File: config.mk
export PLATFORM = sky130hd
export DESIGN_NAME = multi_port_regfile
export DESIGN_NICKNAME = d
export VERILOG_FILES = /design/src/rtl/multi_port_regfile_pkg.sv /design/src/rtl/multi_port_regfile_scoreboard.sv /design/src/rtl/multi_port_regfile.sv
export SDC_FILE = /design/constraint.sdc
export NUM_CORES = 1
export LEC_CHECK = 0
export ABC_AREA = 1
export CORE_UTILIZATION = 58
export DETAILED_ROUTE_END_ITERATION = 7
export DONT_BUFFER_PORTS = 1
export HOLD_SLACK_MARGIN = 0.02
export PLACE_DENSITY = 0.76
export REMOVE_ABC_BUFFERS = 1
export SLEW_MARGIN = 30
export SYNTH_ARGS = -nofsm -noshare
export SYNTH_HDL_FRONTEND = slang
export SYNTH_SLANG_ARGS = --single-unit
File: constraint.sdc
create_clock -name clk -period 2.1 [get_ports clk]
set_input_delay 0.42 -clock clk [delete_from_list [all_inputs] [get_ports clk]]
set_output_delay 0.42 -clock clk [all_outputs]
set_load 0.1 [all_outputs]
File: src/rtl/multi_port_regfile_pkg.sv
// Shared types and helpers for the multi-port register file.
package multi_port_regfile_pkg;

  typedef enum logic {
    ST_CLEAR = 1'b0,
    ST_IDLE  = 1'b1
  } state_e;

  // Ceiling log2, used to derive the address width from the register count.
  function automatic int unsigned clog2(input int unsigned v);
    int unsigned r;
    r = 0;
    for (int unsigned i = 0; i < 32; i++) begin
      if ((64'd1 << i) < 64'(v)) r = i + 1;
    end
    return r;
  endfunction

endpackage

File: src/rtl/multi_port_regfile_scoreboard.sv
// Per-register pending bits: issue sets, writeback clears, flush zeroes all.
module regfile_scoreboard
  import multi_port_regfile_pkg::*;
#(
  parameter int unsigned DEPTH = 8,
  parameter int unsigned AW    = 3,
  parameter int unsigned NREAD = 2
) (
  input  logic                clk,
  input  logic                reset,
  input  logic                flush_i,
  input  logic                set_i,
  input  logic [AW-1:0]       set_addr_i,
  input  logic                clr_i,
  input  logic [AW-1:0]       clr_addr_i,
  input  logic [NREAD*AW-1:0] look_addr_i,
  output logic [NREAD-1:0]    busy_c_o
);

  logic [DEPTH-1:0] pend_q;
  logic [DEPTH-1:0] pend_d;

  // Issue is applied after writeback so a same-cycle pair leaves the bit set.
  always_comb begin
    pend_d = pend_q;
    if (flush_i) begin
      pend_d = '0;
    end else begin
      if (clr_i) pend_d[clr_addr_i] = 1'b0;
      if (set_i) pend_d[set_addr_i] = 1'b1;
    end
    pend_d[0] = 1'b0;
  end

  always_ff @(posedge clk or posedge reset) begin
    if (reset) pend_q <= '0;
    else       pend_q <= pend_d;
  end

  for (genvar g = 0; g < int'(NREAD); g++) begin : g_look
    assign busy_c_o[g] = pend_q[look_addr_i[g*AW +: AW]];
  end

endmodule

File: src/rtl/multi_port_regfile.sv
// Parametrised register file: r0 hard-wired to zero, write-first bypass,
// pending scoreboard and a one-entry-per-cycle clear sequencer.
module multi_port_regfile
  import multi_port_regfile_pkg::*;
#(
  parameter  int unsigned WIDTH = 16,
  parameter  int unsigned DEPTH = 8,
  parameter  int unsigned NREAD = 2,
  localparam int unsigned AW    = clog2(DEPTH)
) (
  input  logic                   clk,
  input  logic                   reset,
  input  logic                   clr,
  output logic                   ready,
  input  logic [NREAD*AW-1:0]    ra,
  output logic [NREAD*WIDTH-1:0] rd,
  output logic [NREAD-1:0]       rbusy,
  input  logic                   we,
  input  logic [AW-1:0]          wa,
  input  logic [WIDTH-1:0]       wd,
  input  logic                   iss,
  input  logic [AW-1:0]          iss_a
);

  state_e           state_q, state_d;
  logic [AW-1:0]    cnt_q, cnt_d;

  logic             mem_we;
  logic [AW-1:0]    mem_wa;
  logic [WIDTH-1:0] mem_wd;
  logic [WIDTH-1:0] mem_q [DEPTH];

  logic             sb_flush;
  logic             sb_set;
  logic             sb_clr;
  logic [NREAD-1:0] sb_busy;
  logic             idle;

  assign idle  = (state_q == ST_IDLE);
  assign ready = idle;

  always_ff @(posedge clk or posedge reset) begin
    if (reset) begin
      state_q <= ST_CLEAR;
      cnt_q   <= AW'(1);
    end else begin
      state_q <= state_d;
      cnt_q   <= cnt_d;
    end
  end

  // Clear sequencer and array/scoreboard write control.
  always_comb begin
    state_d  = state_q;
    cnt_d    = cnt_q;
    mem_we   = 1'b0;
    mem_wa   = cnt_q;
    mem_wd   = '0;
    sb_flush = 1'b0;
    sb_set   = 1'b0;
    sb_clr   = 1'b0;
    case (state_q)
      ST_CLEAR: begin
        mem_we = 1'b1;
        if (clr) begin
          cnt_d    = AW'(1);
          sb_flush = 1'b1;
        end else if (cnt_q == AW'(DEPTH - 1)) begin
          cnt_d   = AW'(1);
          state_d = ST_IDLE;
        end else begin
          cnt_d = cnt_q + AW'(1);
        end
      end
      ST_IDLE: begin
        if (clr) begin
          state_d  = ST_CLEAR;
          cnt_d    = AW'(1);
          sb_flush = 1'b1;
        end else begin
          mem_we = we && (wa != '0);
          mem_wa = wa;
          mem_wd = wd;
          sb_clr = mem_we;
          sb_set = iss && (iss_a != '0);
        end
      end
    endcase
  end

  // No reset on the array so it can map onto distributed RAM.
  always_ff @(posedge clk) begin
    if (mem_we) mem_q[mem_wa] <= mem_wd;
  end

  regfile_scoreboard #(
    .DEPTH(DEPTH),
    .AW   (AW),
    .NREAD(NREAD)
  ) u_scoreboard (
    .clk        (clk),
    .reset      (reset),
    .flush_i    (sb_flush),
    .set_i      (sb_set),
    .set_addr_i (iss_a),
    .clr_i      (sb_clr),
    .clr_addr_i (wa),
    .look_addr_i(ra),
    .busy_c_o   (sb_busy)
  );

  for (genvar g = 0; g < int'(NREAD); g++) begin : g_rd
    logic [AW-1:0] addr;
    logic          zero;
    logic          hit;
    assign addr = ra[g*AW +: AW];
    assign zero = !idle || (addr == '0);
    assign hit  = we && (wa == addr);
    assign rd[g*WIDTH +: WIDTH] = zero ? '0 : (hit ? wd : mem_q[addr]);
    assign rbusy[g]             = !zero && sb_busy[g];
  end

endmodule

==> results by group <==
Routing
  – Vias per cell: 5.96
  – Post-route antenna net violation count: 0
  – # DRC: 0
  – DRT met1 WL: 8.74 mm
  – DRT Pass-1 Iters: 6
  – Via count: 7442
  – Met3 wire length: 2.57 mm
  – Routed met2 length: 11.4 mm
  – Total Wirelength: 23.8 mm
  – Top routing layer in use: met4
  – Routed WL per cell: 19.1 µm
  – Iteration-0 DRC Markers: 1087

Yosys
  – YS warnings: 0
  – #FFs+latches synth: 139
  – Cell Area, Synth: 0.00805 mm²
  – Synth area leader: edfxtp_1
  – Sequential share of the synthesized area: 51.2%
  – Top-area cell type share of the netlist area: 47.7%
  – Cell count after synthesis: 1030
  – Area contributors post-synth: edfxtp_1, nand2_1, nand3_1
  – Mean area per synthesized cell: 7.82 µm²
  – Number of distinct library cells after synthesis: 26

Clocking
  – Number of H-tree levels: 4
  – Worst skew pair latency: 0.42 ns
  – Clock Sinks: 139
  – TritonCTS Buffers: 17
  – CTS Buffer Depth: 2
  – CTS tree: yes
  – Clk root buf: clkbuf_16
  – Clk slew on worst S/H paths: 0.06 ns

STA
  – Max Slew Vio Count: 0
  – Worst-margin pin slew: 0.527 ns
  – Final hold violation count: 0
  – Fin crit period: 2.11 ns
  – Fin crit share: 100%
  – Sum of negative setup slack: -0.0107 ns
  – RSZ-0062 raised after global routing: yes
  – Setup Viol. Count Final: 3
  – Highest clock rate: 475 MHz
  – Clk_skew: 0.00373 ns
  – Slew headroom: 64.8%
  – Final setup margin: -0.00522 ns

Global route
  – Grt ovf: 0
  – Largest net degree at the start of global routing: 70
  – Global-route usage over all layers: 34.4%
  – First-pass GRT wire length: 36.7 mm
  – Vias in the first global route: 7111
  – Initial antenna violation count: 0

Critical path
  – Reg2Reg Depth: 8
  – Crit path to: rd[8]
  – CP Capture Type: primary output
  – Startpoint types: flip-flop
  – Largest fanout on the critical path: 10
  – Crit. Startpoint: ready$_DFF_PP0_
  – Critical Path AT: 1.69 ns
  – R2r setup slk: 0.09 ns
  – Critical R2R Launch: ready$_DFF_PP0_
  – CP Class: flip-flop to primary output
  – FF-to-FF End: mem_q[3][4]$_DFFE_PP_
  – WP data required: 1.68 ns

Power and ir drop
  – Pwr Total: 10.0 mW
  – P_int: 6.83 mW
  – Pleak: 4.10 nW
  – Logic pwr share: 26.8%
  – Worst VDD drop: 0.000697 V
  – Seq pwr share: 41.3%
  – Power per cell area: 1030 mW/mm²
  – Sw Ratio: 32.0%
  – Clk network pwr share: 31.9%
  – Psw: 3.22 mW

Outcome
  – Outcome: finished with violations
  – Failing checks: setup timing

Place
  – Placed insts: 1213
  – Gpl congestion: 0.816
  – HPWL after DPL: 13.9 mm
  – Buffers on Ports: 0
  – Placed cell areas: 0.00901 mm²

Final layout
  – Multi-input gate area: 0.00353 mm²
  – Fillers: 974
  – Cell Count, Final, Fillers Out: 1248
  – Register area: 0.00412 mm²
  – Share of cells above drive strength 1: 15.9%
  – N_diodes: 0
  – Final core occ: 72.9%
  – Post-route cell area: 0.00977 mm²
  – Layout Nets: 1094
  – Syn-to-layout area delta: 21.3%

Floorplanning
  – Core Box Area: 0.0134 mm²
  – Die width: 120 µm
  – Die area: 0.0144 mm²
  – Ports: 68
  – Starting Density: 60.1%
  – Die Span Y: 120 µm
  – Floorplan row count: 42

Hold path
  – Hold crit path type: primary input to flip-flop

Run
  – Max-cap violations: 0
==> layout by cell type (no fill, tap or decap), drive strengths merged, types with 7 or more instances in the layout <==
master | synthesis | final
inv | 46 | 46
o21ai | 9 | 9
clkinv | 0 | 7
nor2 | 135 | 135
nand2 | 408 | 408
nand3 | 209 | 209
edfxtp | 128 | 128
dfrtp | 10 | 10
clkbuf | 21 | 18
buf | 43 | 73
a21oi | 9 | 9
==> final cells by class <==
class | count | share of cell area [%]
clock buffers | 18 | 4.39
clock inverters | 14 | 2.06
inverters | 46 | 1.87
multi-input cells | 781 | 36.1
flip-flops and latches | 139 | 42.2
well taps | 176 | 2.25
repair buffers | 74 | 11.2
==> cells by family (layout without fill, tap and decap cells) <==
kind of cell / after synthesis / in the layout / synth area share (%)
and+or+nand+nor: 758 / 758 / 40.3
buffers and inverters: 110 / 152 / 6.51
DFF: 139 / 139 / 51.2
AOI/OAI and AO/OA: 21 / 21 / 1.74
adders and majority gates: 2 / 2 / 0.311
==> what timing repair did <==
item,CTS,global route
hold endpoints to repair,10,0
resized for setup,6,21
endpoints found under the setup margin,34,84
hold buffers,1,0
setup buffers,2,0
pin swaps,5,6
==> metal layers <==
layer | track usage [%] | up-vias
li1 | - | 3440
met1 | 43.5 | 3392
met2 | 55.2 | 508
met3 | 6.94 | 102
met4 | 19.5 | 0
met5 | 0 | -
==> state kept, by name, indices dropped and copies added, names as in the netlist <==
register	flops
mem_q	128
u_scoreboard.pend_q	7
cnt_q	3
ready	1
==> cell usage after synthesis <==
cell type	count
nand2_1	403
nand3_1	209
edfxtp_1	128
nor2_1	110
inv_1	35
buf_2	24
clkbuf_1	21
nor2_2	21
buf_4	15
dfrtp_1	10
a21oi_1	9
o21ai_0	9
inv_2	7
inv_4	4
nand4_1	4
nand2_2	3
a31oi_4	2
and3_1	2
buf_1	2
buf_6	2
ha_1	2
nand2_4	2
nor2_4	2
nor2_8	2
dfstp_2	1
o31ai_1	1
==> per-stage QoR <==
step           setup slack (ns)  hold slack, ns
2_1_floorplan             -1.21           0.272
3_3_place_gp             0.0840           0.329
3_5_place_dp             0.0941           0.331
4_1_cts                -0.00678          0.0383
5_1_grt                 -0.0608          0.0441
6_report               -0.00522          0.0515
==> worst max-delay path: stages (launching register included) <==
cell	delay [ns]
dfrtp_1	0.36
inv_2	0.08
a31oi_4	0.17
buf_6	0.20
nand2_1	0.08
nor2_2	0.17
buf_12	0.19
==> power by group through the flow <==
stage | combinational (mW) | sequential (mW) | clock [mW]
global placement | 2.51 | 4.16 | 0
floorplan | 1.51 | 4.15 | 0
CTS | 2.62 | 4.14 | 3.22
global route | 2.87 | 4.21 | 3.32
detailed placement | 2.57 | 4.19 | 0
finish | 2.69 | 4.15 | 3.21
==> worst min path at each step <==
stage / start / end / slack, ns / cells after the start
2_1_floorplan: reset / cnt_q[1]$_DFFE_PP0P_ / 0.27 / 1
3_3_place_gp: reset / cnt_q[1]$_DFFE_PP0P_ / 0.33 / 1
3_5_place_dp: reset / cnt_q[1]$_DFFE_PP0P_ / 0.33 / 1
4_1_cts: clr / u_scoreboard.pend_q[1]$_DFF_PP0_ / 0.04 / 1
5_1_grt: clr / u_scoreboard.pend_q[3]$_DFF_PP0_ / 0.04 / 1
6_report: clr / u_scoreboard.pend_q[1]$_DFF_PP0_ / 0.05 / 1
No activity file was read; power rests on OpenSTA's default activity.
